### config.mk
export PLATFORM = sky130hd
export DESIGN_NAME = dunit_host_ctrl_flat
export DESIGN_NICKNAME = d
export VERILOG_FILES = /design/src/rtl/dunit_host_ctrl_if.sv /design/src/rtl/dunit_host_ctrl.sv /design/src/flat_wrapper.sv
export SDC_FILE = /design/constraint.sdc
export NUM_CORES = 1
export LEC_CHECK = 0
export CORE_MARGIN = 5
export CORE_UTILIZATION = 45
export DETAILED_ROUTE_END_ITERATION = 6
export PLACE_DENSITY = 0.68
export SLEW_MARGIN = 20
export SYNTH_ARGS = -nofsm -noshare
export SYNTH_HDL_FRONTEND = slang
export SYNTH_SLANG_ARGS = --single-unit
### constraint.sdc
create_clock -name i_clk -period 5.56 [get_ports i_clk]
set_clock_uncertainty 0.15 [all_clocks]
set_input_delay 0.556 -clock i_clk [delete_from_list [all_inputs] [get_ports i_clk]]
set_output_delay 0.556 -clock i_clk [all_outputs]
set_load 0.05 [all_outputs]
### src/rtl/dunit_host_ctrl_if.sv
// Handshake bundle between the debug-unit host controller, the UART cores and
// the pipeline's dunit_* debug port.
interface dunit_host_ctrl_if #(
  parameter int NB_REG  = 32,
  parameter int NB_BYTE = 8
);
  logic [NB_BYTE-1:0] i_rx_data;
  logic               i_rx_valid;
  logic [NB_BYTE-1:0] o_tx_data;
  logic               o_tx_start;
  logic               i_tx_done;
  logic               i_halt;
  logic [NB_REG-1:0]  i_dunit_reg;
  logic [NB_REG-1:0]  i_dunit_mem_data;
  logic               o_dunit_clk_en;
  logic               o_dunit_reset_pc;
  logic               o_dunit_w_mem;
  logic [NB_REG-1:0]  o_dunit_addr;
  logic [NB_REG-1:0]  o_dunit_data_if;

  modport master (
    input  i_rx_data, i_rx_valid, i_tx_done, i_halt, i_dunit_reg, i_dunit_mem_data,
    output o_tx_data, o_tx_start, o_dunit_clk_en, o_dunit_reset_pc, o_dunit_w_mem,
           o_dunit_addr, o_dunit_data_if
  );

  modport slave (
    output i_rx_data, i_rx_valid, i_tx_done, i_halt, i_dunit_reg, i_dunit_mem_data,
    input  o_tx_data, o_tx_start, o_dunit_clk_en, o_dunit_reset_pc, o_dunit_w_mem,
           o_dunit_addr, o_dunit_data_if
  );
endinterface

### src/rtl/dunit_host_ctrl.sv
// Debug-unit host controller: decodes single-byte UART commands and drives the
// pipeline debug port (load imem, PC reset, step, run, register/dmem dump).
module dunit_host_ctrl #(
  parameter int NB_REG    = 32,
  parameter int NB_BYTE   = 8,
  parameter int MEM_WORDS = 16,
  parameter int MAX_RUN   = 1024,
  parameter int NB_CNT    = 16
) (
  input  logic            i_clk,
  input  logic            i_reset,
  dunit_host_ctrl_if.master bus
);

  localparam logic [NB_BYTE-1:0] CMD_LOAD  = 8'h4C;
  localparam logic [NB_BYTE-1:0] CMD_PC    = 8'h50;
  localparam logic [NB_BYTE-1:0] CMD_STEP  = 8'h53;
  localparam logic [NB_BYTE-1:0] CMD_RUN   = 8'h52;
  localparam logic [NB_BYTE-1:0] CMD_DUMP  = 8'h44;
  localparam logic [NB_BYTE-1:0] ACK_OK    = 8'h4B;
  localparam logic [NB_BYTE-1:0] ACK_TO    = 8'h54;
  localparam logic [NB_BYTE-1:0] ACK_UNK   = 8'h3F;
  localparam logic [NB_BYTE-1:0] ZERO_BYTE = 8'h00;
  localparam logic [NB_CNT-1:0]  CNT_ONE   = NB_CNT'(32'd1);
  localparam logic [NB_CNT-1:0]  RUN_LAST  = NB_CNT'(MAX_RUN - 32'd1);
  localparam logic [NB_CNT-1:0]  MEM_LAST  = NB_CNT'(MEM_WORDS - 32'd1);
  localparam logic [NB_CNT-1:0]  REG_LAST  = NB_CNT'(32'd31);

  typedef enum logic [3:0] {
    ST_IDLE       = 4'd0,
    ST_LOAD_CNT   = 4'd1,
    ST_LOAD_BYTE  = 4'd2,
    ST_LOAD_WRITE = 4'd3,
    ST_PC_RST     = 4'd4,
    ST_STEP       = 4'd5,
    ST_RUN        = 4'd6,
    ST_DUMP_WAIT  = 4'd7,
    ST_DUMP_LATCH = 4'd8,
    ST_DUMP_SEND  = 4'd9,
    ST_DUMP_TXW   = 4'd10,
    ST_ACK_SEND   = 4'd11,
    ST_ACK_WAIT   = 4'd12
  } state_t;

  state_t             state_r, state_nxt;
  logic [NB_BYTE-1:0] tx_data_r, tx_data_nxt;
  logic               tx_start_r, tx_start_nxt;
  logic               clk_en_r, clk_en_nxt;
  logic               reset_pc_r, reset_pc_nxt;
  logic               w_mem_r, w_mem_nxt;
  logic [NB_REG-1:0]  addr_r, addr_nxt;
  logic [NB_REG-1:0]  data_if_r, data_if_nxt;
  logic [NB_BYTE-1:0] load_n_r, load_n_nxt;
  logic [NB_CNT-1:0]  idx_r, idx_nxt;
  logic [1:0]         byte_idx_r, byte_idx_nxt;
  logic [NB_REG-1:0]  word_r, word_nxt;
  logic [NB_CNT-1:0]  run_cnt_r, run_cnt_nxt;
  logic               dump_mem_r, dump_mem_nxt;
  logic [NB_BYTE-1:0] ack_r, ack_nxt;
  logic [NB_REG-1:0]  word_in_s;

  // Byte address of a 32-bit word index.
  function automatic logic [NB_REG-1:0] word_addr(input logic [NB_CNT-1:0] idx);
    word_addr = NB_REG'({idx, 2'b00});
  endfunction

  // Incoming byte shifted into the low end of the assembly word (MSB-first).
  assign word_in_s = {word_r[NB_REG-NB_BYTE-1:0], bus.i_rx_data};

  // Next-state and next-output decode; counters/shift register share word_r/idx_r.
  always_comb begin
    state_nxt    = state_r;
    tx_data_nxt  = tx_data_r;
    tx_start_nxt = 1'b0;
    clk_en_nxt   = 1'b0;
    reset_pc_nxt = 1'b0;
    w_mem_nxt    = 1'b0;
    addr_nxt     = addr_r;
    data_if_nxt  = data_if_r;
    load_n_nxt   = load_n_r;
    idx_nxt      = idx_r;
    byte_idx_nxt = byte_idx_r;
    word_nxt     = word_r;
    run_cnt_nxt  = run_cnt_r;
    dump_mem_nxt = dump_mem_r;
    ack_nxt      = ack_r;
    case (state_r)
      ST_IDLE: begin
        if (bus.i_rx_valid) begin
          case (bus.i_rx_data)
            CMD_LOAD: begin
              state_nxt    = ST_LOAD_CNT;
              reset_pc_nxt = 1'b1;
            end
            CMD_PC: begin
              state_nxt    = ST_PC_RST;
              reset_pc_nxt = 1'b1;
            end
            CMD_STEP: begin
              state_nxt  = ST_STEP;
              clk_en_nxt = 1'b1;
            end
            CMD_RUN: begin
              state_nxt   = ST_RUN;
              clk_en_nxt  = 1'b1;
              run_cnt_nxt = '0;
            end
            CMD_DUMP: begin
              state_nxt    = ST_DUMP_WAIT;
              idx_nxt      = '0;
              dump_mem_nxt = 1'b0;
              addr_nxt     = '0;
            end
            default: begin
              state_nxt = ST_ACK_SEND;
              ack_nxt   = ACK_UNK;
            end
          endcase
        end else begin
          state_nxt = ST_IDLE;
        end
      end
      ST_LOAD_CNT: begin
        reset_pc_nxt = 1'b1;
        if (bus.i_rx_valid) begin
          if (bus.i_rx_data == ZERO_BYTE) begin
            state_nxt    = ST_ACK_SEND;
            ack_nxt      = ACK_OK;
            reset_pc_nxt = 1'b0;
          end else begin
            state_nxt    = ST_LOAD_BYTE;
            load_n_nxt   = bus.i_rx_data;
            idx_nxt      = '0;
            byte_idx_nxt = 2'd0;
          end
        end else begin
          state_nxt = ST_LOAD_CNT;
        end
      end
      ST_LOAD_BYTE: begin
        reset_pc_nxt = 1'b1;
        if (bus.i_rx_valid) begin
          word_nxt = word_in_s;
          if (byte_idx_r == 2'd3) begin
            state_nxt    = ST_LOAD_WRITE;
            w_mem_nxt    = 1'b1;
            addr_nxt     = word_addr(idx_r);
            data_if_nxt  = word_in_s;
            byte_idx_nxt = 2'd0;
          end else begin
            byte_idx_nxt = byte_idx_r + 2'd1;
          end
        end else begin
          state_nxt = ST_LOAD_BYTE;
        end
      end
      ST_LOAD_WRITE: begin
        idx_nxt = idx_r + CNT_ONE;
        if ((idx_r + CNT_ONE) == NB_CNT'(load_n_r)) begin
          state_nxt = ST_ACK_SEND;
          ack_nxt   = ACK_OK;
        end else begin
          state_nxt    = ST_LOAD_BYTE;
          reset_pc_nxt = 1'b1;
        end
      end
      ST_PC_RST: begin
        state_nxt = ST_ACK_SEND;
        ack_nxt   = ACK_OK;
      end
      ST_STEP: begin
        state_nxt = ST_ACK_SEND;
        ack_nxt   = ACK_OK;
      end
      ST_RUN: begin
        // Halt is checked first so it wins over a coincident timeout.
        if (bus.i_halt) begin
          state_nxt = ST_ACK_SEND;
          ack_nxt   = ACK_OK;
        end else if (run_cnt_r == RUN_LAST) begin
          state_nxt = ST_ACK_SEND;
          ack_nxt   = ACK_TO;
        end else begin
          clk_en_nxt  = 1'b1;
          run_cnt_nxt = run_cnt_r + CNT_ONE;
        end
      end
      ST_DUMP_WAIT: begin
        state_nxt = ST_DUMP_LATCH;
      end
      ST_DUMP_LATCH: begin
        state_nxt    = ST_DUMP_SEND;
        byte_idx_nxt = 2'd0;
        if (dump_mem_r) begin
          word_nxt = bus.i_dunit_mem_data;
        end else begin
          word_nxt = bus.i_dunit_reg;
        end
      end
      ST_DUMP_SEND: begin
        state_nxt    = ST_DUMP_TXW;
        tx_data_nxt  = word_r[NB_REG-1 -: NB_BYTE];
        tx_start_nxt = 1'b1;
      end
      ST_DUMP_TXW: begin
        if (bus.i_tx_done) begin
          word_nxt = word_r << NB_BYTE;
          if (byte_idx_r == 2'd3) begin
            if (dump_mem_r && (idx_r == MEM_LAST)) begin
              state_nxt = ST_ACK_SEND;
              ack_nxt   = ACK_OK;
            end else if (!dump_mem_r && (idx_r == REG_LAST)) begin
              state_nxt    = ST_DUMP_WAIT;
              dump_mem_nxt = 1'b1;
              idx_nxt      = '0;
              addr_nxt     = '0;
            end else begin
              state_nxt = ST_DUMP_WAIT;
              idx_nxt   = idx_r + CNT_ONE;
              if (dump_mem_r) begin
                addr_nxt = word_addr(idx_r + CNT_ONE);
              end else begin
                addr_nxt = NB_REG'(idx_r + CNT_ONE);
              end
            end
          end else begin
            state_nxt    = ST_DUMP_SEND;
            byte_idx_nxt = byte_idx_r + 2'd1;
          end
        end else begin
          state_nxt = ST_DUMP_TXW;
        end
      end
      ST_ACK_SEND: begin
        state_nxt    = ST_ACK_WAIT;
        tx_data_nxt  = ack_r;
        tx_start_nxt = 1'b1;
      end
      ST_ACK_WAIT: begin
        if (bus.i_tx_done) begin
          state_nxt = ST_IDLE;
        end else begin
          state_nxt = ST_ACK_WAIT;
        end
      end
      default: begin
        state_nxt = ST_IDLE;
      end
    endcase
  end

  // State, counters and registered outputs; synchronous active-low reset.
  always_ff @(posedge i_clk) begin
    if (!i_reset) begin
      state_r    <= ST_IDLE;
      tx_data_r  <= '0;
      tx_start_r <= 1'b0;
      clk_en_r   <= 1'b0;
      reset_pc_r <= 1'b0;
      w_mem_r    <= 1'b0;
      addr_r     <= '0;
      data_if_r  <= '0;
      load_n_r   <= '0;
      idx_r      <= '0;
      byte_idx_r <= 2'd0;
      word_r     <= '0;
      run_cnt_r  <= '0;
      dump_mem_r <= 1'b0;
      ack_r      <= '0;
    end else begin
      state_r    <= state_nxt;
      tx_data_r  <= tx_data_nxt;
      tx_start_r <= tx_start_nxt;
      clk_en_r   <= clk_en_nxt;
      reset_pc_r <= reset_pc_nxt;
      w_mem_r    <= w_mem_nxt;
      addr_r     <= addr_nxt;
      data_if_r  <= data_if_nxt;
      load_n_r   <= load_n_nxt;
      idx_r      <= idx_nxt;
      byte_idx_r <= byte_idx_nxt;
      word_r     <= word_nxt;
      run_cnt_r  <= run_cnt_nxt;
      dump_mem_r <= dump_mem_nxt;
      ack_r      <= ack_nxt;
    end
  end

  assign bus.o_tx_data        = tx_data_r;
  assign bus.o_tx_start       = tx_start_r;
  // Halt must stop the pipeline in the very cycle it is seen, hence the gate.
  assign bus.o_dunit_clk_en   = clk_en_r && !((state_r == ST_RUN) && bus.i_halt);
  assign bus.o_dunit_reset_pc = reset_pc_r;
  assign bus.o_dunit_w_mem    = w_mem_r;
  assign bus.o_dunit_addr     = addr_r;
  assign bus.o_dunit_data_if  = data_if_r;

endmodule

### src/flat_wrapper.sv
// flat-port wrapper written by rule: the top's interface ports become plain ports
module dunit_host_ctrl_flat 
#(
  parameter int NB_REG    = 32,
  parameter int NB_BYTE   = 8,
  parameter int MEM_WORDS = 16,
  parameter int MAX_RUN   = 1024,
  parameter int NB_CNT    = 16
)
  (i_clk, i_reset, bus_i_rx_data, bus_i_rx_valid, bus_i_tx_done, bus_i_halt, bus_i_dunit_reg, bus_i_dunit_mem_data, bus_o_tx_data, bus_o_tx_start, bus_o_dunit_clk_en, bus_o_dunit_reset_pc, bus_o_dunit_w_mem, bus_o_dunit_addr, bus_o_dunit_data_if);
  dunit_host_ctrl_if #(.NB_REG(NB_REG), .NB_BYTE(NB_BYTE)) bus_i ();
  input  logic i_clk;
  input  logic i_reset;
  input wire logic [$bits(bus_i.i_rx_data)-1:0] bus_i_rx_data;
  input wire logic [$bits(bus_i.i_rx_valid)-1:0] bus_i_rx_valid;
  input wire logic [$bits(bus_i.i_tx_done)-1:0] bus_i_tx_done;
  input wire logic [$bits(bus_i.i_halt)-1:0] bus_i_halt;
  input wire logic [$bits(bus_i.i_dunit_reg)-1:0] bus_i_dunit_reg;
  input wire logic [$bits(bus_i.i_dunit_mem_data)-1:0] bus_i_dunit_mem_data;
  output wire logic [$bits(bus_i.o_tx_data)-1:0] bus_o_tx_data;
  output wire logic [$bits(bus_i.o_tx_start)-1:0] bus_o_tx_start;
  output wire logic [$bits(bus_i.o_dunit_clk_en)-1:0] bus_o_dunit_clk_en;
  output wire logic [$bits(bus_i.o_dunit_reset_pc)-1:0] bus_o_dunit_reset_pc;
  output wire logic [$bits(bus_i.o_dunit_w_mem)-1:0] bus_o_dunit_w_mem;
  output wire logic [$bits(bus_i.o_dunit_addr)-1:0] bus_o_dunit_addr;
  output wire logic [$bits(bus_i.o_dunit_data_if)-1:0] bus_o_dunit_data_if;
  assign bus_i.i_rx_data = bus_i_rx_data;
  assign bus_i.i_rx_valid = bus_i_rx_valid;
  assign bus_i.i_tx_done = bus_i_tx_done;
  assign bus_i.i_halt = bus_i_halt;
  assign bus_i.i_dunit_reg = bus_i_dunit_reg;
  assign bus_i.i_dunit_mem_data = bus_i_dunit_mem_data;
  assign bus_o_tx_data = bus_i.o_tx_data;
  assign bus_o_tx_start = bus_i.o_tx_start;
  assign bus_o_dunit_clk_en = bus_i.o_dunit_clk_en;
  assign bus_o_dunit_reset_pc = bus_i.o_dunit_reset_pc;
  assign bus_o_dunit_w_mem = bus_i.o_dunit_w_mem;
  assign bus_o_dunit_addr = bus_i.o_dunit_addr;
  assign bus_o_dunit_data_if = bus_i.o_dunit_data_if;
  dunit_host_ctrl #(.NB_REG(NB_REG), .NB_BYTE(NB_BYTE), .MEM_WORDS(MEM_WORDS), .MAX_RUN(MAX_RUN), .NB_CNT(NB_CNT)) u_core (.i_clk(i_clk), .i_reset(i_reset), .bus(bus_i));
endmodule
# Word level (Yosys, flattened, before mapping)
# Cells that the tools add are included.
# totals
in_bits	77
elab_cells	175
reg_bits	163
# op_classes
reduce_logical	32
bitwise	1
n_addsub	4
muxes	81
n_eq_ne	42
# ops
cell	n
32-bit 2-to-1 mux	12
16-bit 2-to-1 mux	12
32-bit one-hot mux with 3 select lines	2
8-bit 2-to-1 mux	10
16-bit one-hot mux with 4 select lines	1
4-bit 2-to-1 mux	12
4-bit one-hot mux with 12 select lines	1
8-bit one-hot mux with 6 select lines	1
8-bit by 7-bit == test with 1-bit output (second input constant)	5
16-bit by 1-bit adder with 16-bit output (second input constant)	2
16-bit one-hot mux with 2 select lines	1
2-bit != test (second input constant)	12
4-bit == test (second input constant)	5
4-bit one-hot mux with 5 select lines	1
16-bit by 1-bit adder with 17-bit output (second input constant)	1
1-bit 2-to-1 mux	17
16-bit by 10-bit == test with 1-bit output (second input constant)	1
16-bit by 4-bit == test with 1-bit output (second input constant)	1
16-bit by 5-bit == test with 1-bit output (second input constant)	1
16-bit by 8-bit == test with 1-bit output	1
4-bit by 3-bit == test with 1-bit output (second input constant)	4
8-bit one-hot mux with 2 select lines	1
8-bit AND reduction	2
2-bit 2-to-1 mux	6
other kinds (26)	48

# Depth between registers and ports, before layout
# Gate-level depths: netlist of run 1.
# logic_depth
ltp_word	7
mapped_depth	12
ltp_nobuf	8

# Worst setup path after synthesis of run 1
# OpenSTA, ideal clock, no wires.
# synth_timing
kind	input-to-reg
startpoint	input port bus_i_rx_data[1]
endpoint	register u_core.idx_r[11]
setup_time_ns	0.070
path_stages	9
n_path_buf	2
path_slack_ns	2.590
t_arrival_ns	2.749
t_required_ns	5.340
path_cell_list	buf_6 -> or4_4 -> nor4_4 -> a21oi_2 -> nor4_2 -> o21ai_2 -> buf_6 -> or4_1 -> a21oi_1
# synth_between
elab_chain_len	3
word_cells_on_any_way	5
# synth_rtl
item	line_no	source
start, declared	flat_wrapper.sv:14	input wire logic [$bits(bus_i.i_rx_data)-1:0] bus_i_rx_data;
8-bit by 7-bit == test with 1-bit output or 8-bit zero test (tied branches)	dunit_host_ctrl.sv:90, dunit_host_ctrl.sv:126	
2-bit != test (no source line)	n/a	
8-bit AND reduction (no source line) (*)	n/a	
end signal, assigned	dunit_host_ctrl.sv:280	idx_r <= idx_nxt;
end, declared	dunit_host_ctrl.sv:54	logic [NB_CNT-1:0] idx_r, idx_nxt;
# Every way passes the cells marked *; elsewhere a longest branch is shown, timed or not.
# A chain may end at the register's enable or synchronous reset.

# Worst setup path in the final report of run 1
# layout_timing
startpoint	register u_core.idx_r[0]
endpoint	register u_core.ack_r[4]
# layout_between
elab_chain_len	4
word_cells_on_any_way	7
# layout_rtl
item	line_no	source
16-bit by 1-bit adder with 16-bit output or 16-bit by 4-bit == test with 1-bit output (tied branches)	dunit_host_ctrl.sv:159, dunit_host_ctrl.sv:209	
16-bit by 8-bit == test with 1-bit output or 1-bit logical AND (tied branches)	dunit_host_ctrl.sv:159, dunit_host_ctrl.sv:209	
2-bit by 1-bit != test with 1-bit output (no source line)	n/a	
10-bit AND reduction (no source line) (*)	n/a	
end signal, assigned	dunit_host_ctrl.sv:285	ack_r <= ack_nxt;
end, declared	dunit_host_ctrl.sv:59	logic [NB_BYTE-1:0] ack_r, ack_nxt;
# Marked as above.

==> impl_results.md, run 1 <==
* Run status: finished, final reports clean
* Net switching fraction of the power at around two fifths
* Launching element type of the critical path: register
* Global route total overflow at 0
* Buffers inserted by post-CTS timing repair at 0
* Number of core rows at 48
* Layout Area Growth over Synthesis at 25.2%
* Number of buffers created by CTS at 17
* Fraction of layout cells with a size suffix above 1 at slightly below 7%
* Vias per Instance at between 5 and 6
* Top achievable clock speed at between 200 and 300 MHz
* Router iterations before antenna repair at 5
* Clk pin slew, worst setup/hold paths at 0.07 ns
* Final wirelength at approximately 23000 um
* Part of the power in registers at between 30% and 40%
* Die Width at around 140 um
* Share of power burned in the clock network at approximately 28%
* Iteration-0 DRC count of the detailed router at approximately 640
* Layout fillers at approximately 1700
* Cell count after synthesis at between 1000 and 1500
* Crit path DAT at roughly 4 ns
* Post-synthesis sequential area ratio at 36.6%
* Standard cell core area at about 17000 um^2
* Comb pwr share at 38.9%
* Average cell area after synthesis at between 7 and 8 um^2
* Total internal power at approximately 2.4 mW
* Number of setup violations in the final report at 0
* Synth unique cells at between 70 and 80
* Maximum fanout count along the critical path at 11
* Worst skew pair latency at 0.43 ns
* Largest net degree at the start of global routing at 60
* Sw power at roughly 1.6 mW
* Path category of the worst min-delay check: register to register
* Global-route wire length before repair at 38100 um
* Max Transition Viols Final at 0
* Via count of the first global-routing pass at roughly 7100
* TritonCTS clock tree: done
* Critical path required time at 5.78 ns
* Detailed-route DRC error count at 0
* Antenna violations before repair at 0
* Post-layout minimum cycle time at 3.67 ns
* Sum of negative setup slack at 0 ns
* Synth Warn # at 0
* Starting Density at 45.9%
* Combined area of all synthesized cells at approximately 8000 um^2
* Area of the die at between 20000 and 25000 um^2
* Static leakage at between 3 and 4 nW
* Post-synthesis async set-or-reset flop share at 0%
* Minimum setup slack in the final design at 1.89 ns
* Global Route Usage Sum at roughly 23%
* Placer's final routability congestion estimate at between 0.9 and 1
* Wire per inst at about 17 um
* Count of buffers inserted at the top-level ports at approximately 140
* Post-cts resize count at 0
* CTS sink cnt at ~150
* Most common cell after layout, fill and taps aside: sky130_fd_sc_hd__nand2_1
* N_diodes at 0
* Worst Max-Slew Pin Slew at 1.00 ns
* Worst rel slew slack at a little under a third
* Longest Clk Path Bufs at 2
* Final clock period utilization by the worst path at 66.0%
* Endpoint class of the critical path: register
* Commonest non-fill, non-tap cells in the layout: sky130_fd_sc_hd__nand2_1 (175), sky130_fd_sc_hd__dfxtp_1 (144), sky130_fd_sc_hd__clkdlybuf4s50_1 (138)
* # Max-Cap Violations at 0
* Vias at between 7000 and 8000
* Final Hold Viols at 0
* # IOs at ~150
* Type of the setup path with the least slack: register to register
* Seq cells post-synth at around 150
* Number of synthesized flops with an enable pin at 0
* Number of nets at the end of the flow at approximately 1200
* Die extent in y at around 140 um
* RSZ-0062 raised after global routing: false
* Max rail drop VDD at roughly 0.28 mV
* Hpwl dp at 16200 um
* Cell area power density at approximately 400 nW/um^2
* Post-Place Setup Slack at around 1.6 ns
* Number of nets with antenna violations after routing at 0
* Hold buffer count at cts at 0
* Most instantiated flip-flop cell in the synthesis netlist: sky130_fd_sc_hd__dfxtp_1
* H-Tree Level Count at 4
* Library cell used as clock root buffer: sky130_fd_sc_hd__clkbuf_16
area by class of cell:
| type | instances | area [um^2] | area share, % |
|---|---|---|---|
| timing repair buffer | 152 | 1490 | 15.0 |
| tap | 225 | 282 | 2.84 |
| multi-input combinational | 787 | 4610 | 46.5 |
| clock inverter | 15 | 165 | 1.66 |
| inverter | 14 | 53.8 | 0.542 |
| clock buffer | 17 | 425 | 4.28 |
| sequential | 145 | 2900 | 29.3 |
power groups by stage:
stage	sequential (mW)	combinational (mW)	clock (mW)
detailed placement	1.33	1.54	0
global placement	1.33	1.52	0
finish	1.30	1.56	1.14
global route	1.33	1.70	1.22
CTS	1.30	1.54	1.17
floorplan	1.52	0.907	0
cells by family after synthesis:
family	Yosys count	synth area share (%)
flip-flops	145	36.6
adder cells (fa/ha/maj)	3	0.473
buffers and inverters	109	6.36
AO/OA/AOI/OAI	265	21.2
XOR/XNOR	23	2.54
other	1	0.0473
multiplexers	57	7.23
AND/OR/NAND/NOR	425	25.5
worst max-delay path: stages, from the launching register on:
cell,delay (ns)
sky130_fd_sc_hd__dfxtp_1,0.60
sky130_fd_sc_hd__ha_1,0.38
sky130_fd_sc_hd__nand3_1,0.32
sky130_fd_sc_hd__nor3_1,0.57
sky130_fd_sc_hd__mux2i_1,0.32
sky130_fd_sc_hd__nand2_1,0.06
sky130_fd_sc_hd__or4_1,0.56
sky130_fd_sc_hd__a21oi_1,0.41
sky130_fd_sc_hd__o221a_2,0.25
cells in the mapped netlist, drive strengths merged (19+ instances only):
| cell type | number | share of area, % |
|---|---|---|
| dfxtp | 145 | 37 |
| a21oi | 105 | 6.7 |
| o211ai | 29 | 2.7 |
| nand3 | 19 | 1.2 |
| clkbuf | 64 | 3.0 |
| o21ai | 46 | 3.0 |
| nor3 | 39 | 2.5 |
| mux2i | 55 | 6.9 |
| nor2 | 93 | 4.4 |
| or3 | 21 | 1.7 |
| nand2 | 175 | 8.3 |
| buf | 31 | 2.7 |
worst paths after layout:
kind | from | endpoint | slack (ns) | cells after the start
hold reg to reg | u_core.bus.o_dunit_data_if[25] | u_core.bus.o_dunit_data_if[25] | 0.30 | 2
setup / recovery | u_core.idx_r[0] | u_core.ack_r[4] | 1.89 | 8
hold / removal | u_core.bus.o_dunit_data_if[25] | u_core.bus.o_dunit_data_if[25] | 0.30 | 2
setup reg to reg | u_core.idx_r[0] | u_core.ack_r[4] | 1.89 | 8
metal layers:
layer | vias to the layer above | wire length (um) | GRT usage, % | share of wire (%)
met2 | 298 | 10500 | 34.5 | 45
li1 | 3842 | - | - | -
met3 | 21 | 2050 | 6.73 | 8.8
met1 | 3590 | 10500 | 33.1 | 45
met4 | 0 | 224 | 5.45 | 0.97
met5 | - | 0 | 0 | 0
metrics by stage:
step                cells  power, mW  area (um^2)  utilization [%]  hold WS, ns
detailed placement   1323       2.87         9330             53.9        0.296
floorplan            1041       2.43         7980                -        0.285
global placement     1323       2.85         9330             53.9        0.291
finish               1355       4.00         9930             57.4        0.303
CTS                  1355       4.02         9920             57.3        0.304
global route         1355       4.25         9930             57.4        0.317
registers in the layout, summed over array words and instances, names as in the netlist, 2 cells and up:
signal	count
u_core.ack_r	4
u_core.bus.o_dunit_addr	18
u_core.bus.o_dunit_data_if	32
u_core.bus.o_tx_data	8
u_core.byte_idx_r	2
u_core.idx_r	16
u_core.load_n_r	8
u_core.run_cnt_r	16
u_core.state_r	4
u_core.word_r	32
Power figures use the tool's default switching activity.
==> run 2: changes to the inputs <==
==> constraint.sdc (replaced) <==
create_clock -name i_clk -period 3.5 [get_ports i_clk]
set_clock_uncertainty 0.15 [all_clocks]
set_input_delay 0.35 -clock i_clk [delete_from_list [all_inputs] [get_ports i_clk]]
set_output_delay 0.35 -clock i_clk [all_outputs]
set_load 0.05 [all_outputs]
==> run 2 against run 1 <==
Die area unchanged. Sequential power increased by 62%. Total power increased by 62%. Register-to-register slack got worse by 1.6 ns. Fmax increased by 15%. Critical path depth unchanged. Combinational power increased by 60%. Clock power increased by 67%. Sequential cell count unchanged. Critical endpoint is now u_core.ack_r[3]. Largest cell class unchanged. Highest routed layer unchanged.
==> impl_results.md, run 2 (synthesized netlist as in run 1, its figures left out) <==
* Area of the die at about 20000 um^2
* Number of nets at the end of the flow at around 1200
* Type of the setup path with the least slack: register to register
* Most common cell after layout, fill and taps aside: sky130_fd_sc_hd__nand2_1
* Max rail drop VDD at 0.430 mV
* Die extent in y at 143 um
* Global Route Usage Sum at 23.6%
* Hpwl dp at between 15000 and 20000 um
* Starting Density at between 40 and 50%
* Worst skew pair latency at ~0.42 ns
* Sum of negative setup slack at 0 ns
* RSZ-0062 raised after global routing: false
* Final clock period utilization by the worst path at 91.1%
* Vias at just under 8000
* Cell area power density at between 600 and 700 nW/um^2
* Global route total overflow at 0
* Number of core rows at 48
* Slack of the worst reg-to-reg path at 0.31 ns
* Hold path cells at 2
* Endpoint class of the critical path: register
* Layout fillers at 1594
* Antenna violations before repair at 0
* Minimum setup slack in the final design at around 0.31 ns
* Post-layout minimum cycle time at between 3 and 4 ns
* Post-cts resize count at 0
* Worst rel slew slack at 33.0%
* Largest net degree at the start of global routing at about 100
* Top achievable clock speed at about 310 MHz
* Router iterations before antenna repair at 5
* Area of all sequential standard cells at between 2000 and 3000 um^2
* Via count of the first global-routing pass at roughly 7200
* Launching element type of the critical path: register
* N_diodes at 0
* Max Transition Viols Final at 0
* CTS sink cnt at ~150
* Multi-input logic area at 4600 um^2
* Final Hold Viols at 0
* Detailed-route DRC error count at 0
* Post-Place Setup Slack at between 0.1 and 0.15 ns
* Critical path required time at around 3.7 ns
* Longest Clk Path Bufs at 2
* Worst Max-Slew Pin Slew at about 1.0 ns
* Run status: finished, final reports clean
* Number of nets with antenna violations after routing at 0
* Final wirelength at ~24000 um
* Buffers inserted by post-CTS timing repair at 0
* TritonCTS clock tree: done
* Fraction of layout cells with a size suffix above 1 at 8.89%
* Maximum fanout count along the critical path at 12
* Vias per Instance at 5.75
* # Max-Cap Violations at 0
* Iteration-0 DRC count of the detailed router at 675
* Number of setup violations in the final report at 0
* Die Width at ~140 um
* Number of buffers created by CTS at 17
* Cell count of the worst reg-to-reg path at 8
* H-Tree Level Count at 4
* Path category of the worst min-delay check: register to register
* Standard cell core area at approximately 17000 um^2
* # IOs at 153
* Count of buffers inserted at the top-level ports at 138
* Global-route wire length before repair at 38600 um
* Clk pin slew, worst setup/hold paths at approximately 0.07 ns
* Hold buffer count at cts at 0
* Wire per inst at between 15 and 20 um
* Static leakage at approximately 3.4 nW
* Post-Place Cells at 1351
* Commonest non-fill, non-tap cells in the layout: sky130_fd_sc_hd__nand2_1 (175), sky130_fd_sc_hd__dfxtp_1 (144), sky130_fd_sc_hd__clkdlybuf4s50_1 (138)
* Crit path DAT at 3.39 ns
* Non-filler instance count after layout at 1383
* Layout Area Growth over Synthesis at 28.1%
* Library cell used as clock root buffer: sky130_fd_sc_hd__clkbuf_16
* Placer's final routability congestion estimate at 0.961
run 2: area by class of cell:
type	instances	area share, %
Clock buffer	17	4.19
Clock inverter	15	1.88
Inverter	14	0.529
Multi-Input combinational cell	787	45.2
Sequential cell	145	28.6
Tap cell	225	2.77
Timing Repair Buffer	180	16.8
run 2: stage by stage:
| stage | util [%] | hold WS, ns | area (um^2) | power [mW] |
|---|---|---|---|---|
| 2_1_floorplan | - | 0.285 | 7980 | 3.86 |
| 4_1_cts | 58.8 | 0.305 | 10200 | 6.52 |
| 3_3_place_gp | 55.2 | 0.291 | 9550 | 4.59 |
| 5_1_grt | 58.8 | 0.317 | 10200 | 6.87 |
| 3_5_place_dp | 55.2 | 0.295 | 9550 | 4.61 |
| 6_report | 58.8 | 0.305 | 10200 | 6.49 |
run 2: worst max-delay path: stages (launching register included):
cell and delay [ns]:
sky130_fd_sc_hd__dfxtp_1 0.63, sky130_fd_sc_hd__nand3_1 0.36, sky130_fd_sc_hd__nor3_1 0.44, sky130_fd_sc_hd__mux2i_1 0.38
sky130_fd_sc_hd__nand2_1 0.08, sky130_fd_sc_hd__or4_1 0.55, sky130_fd_sc_hd__a21oi_1 0.19, sky130_fd_sc_hd__buf_4 0.16
sky130_fd_sc_hd__mux2i_1 0.17
run 2: per-layer routing:
layer / share of wire, % / up-vias / GRT usage, %
met2: 44 / 303 / 35.4
met1: 46 / 3724 / 33.7
met5: 0 / - / 0
met3: 9.0 / 20 / 6.80
met4: 1.0 / 0 / 5.25
li1: - / 3900 / -
run 2: final timing paths:
path | start | endpoint
max | u_core.idx_r[2] | u_core.ack_r[3]
min | u_core.bus.o_dunit_data_if[27] | u_core.bus.o_dunit_data_if[27]
max reg2reg | u_core.idx_r[2] | u_core.ack_r[3]
min reg2reg | u_core.bus.o_dunit_data_if[27] | u_core.bus.o_dunit_data_if[27]
run 2: power by group:
part	internal (mW)	leakage, nW	switching, mW	total, mW
Combinational	0.890	1.92	1.61	2.50
Sequential	1.90	1.18	0.200	2.10
Clock	1.09	0.297	0.814	1.90
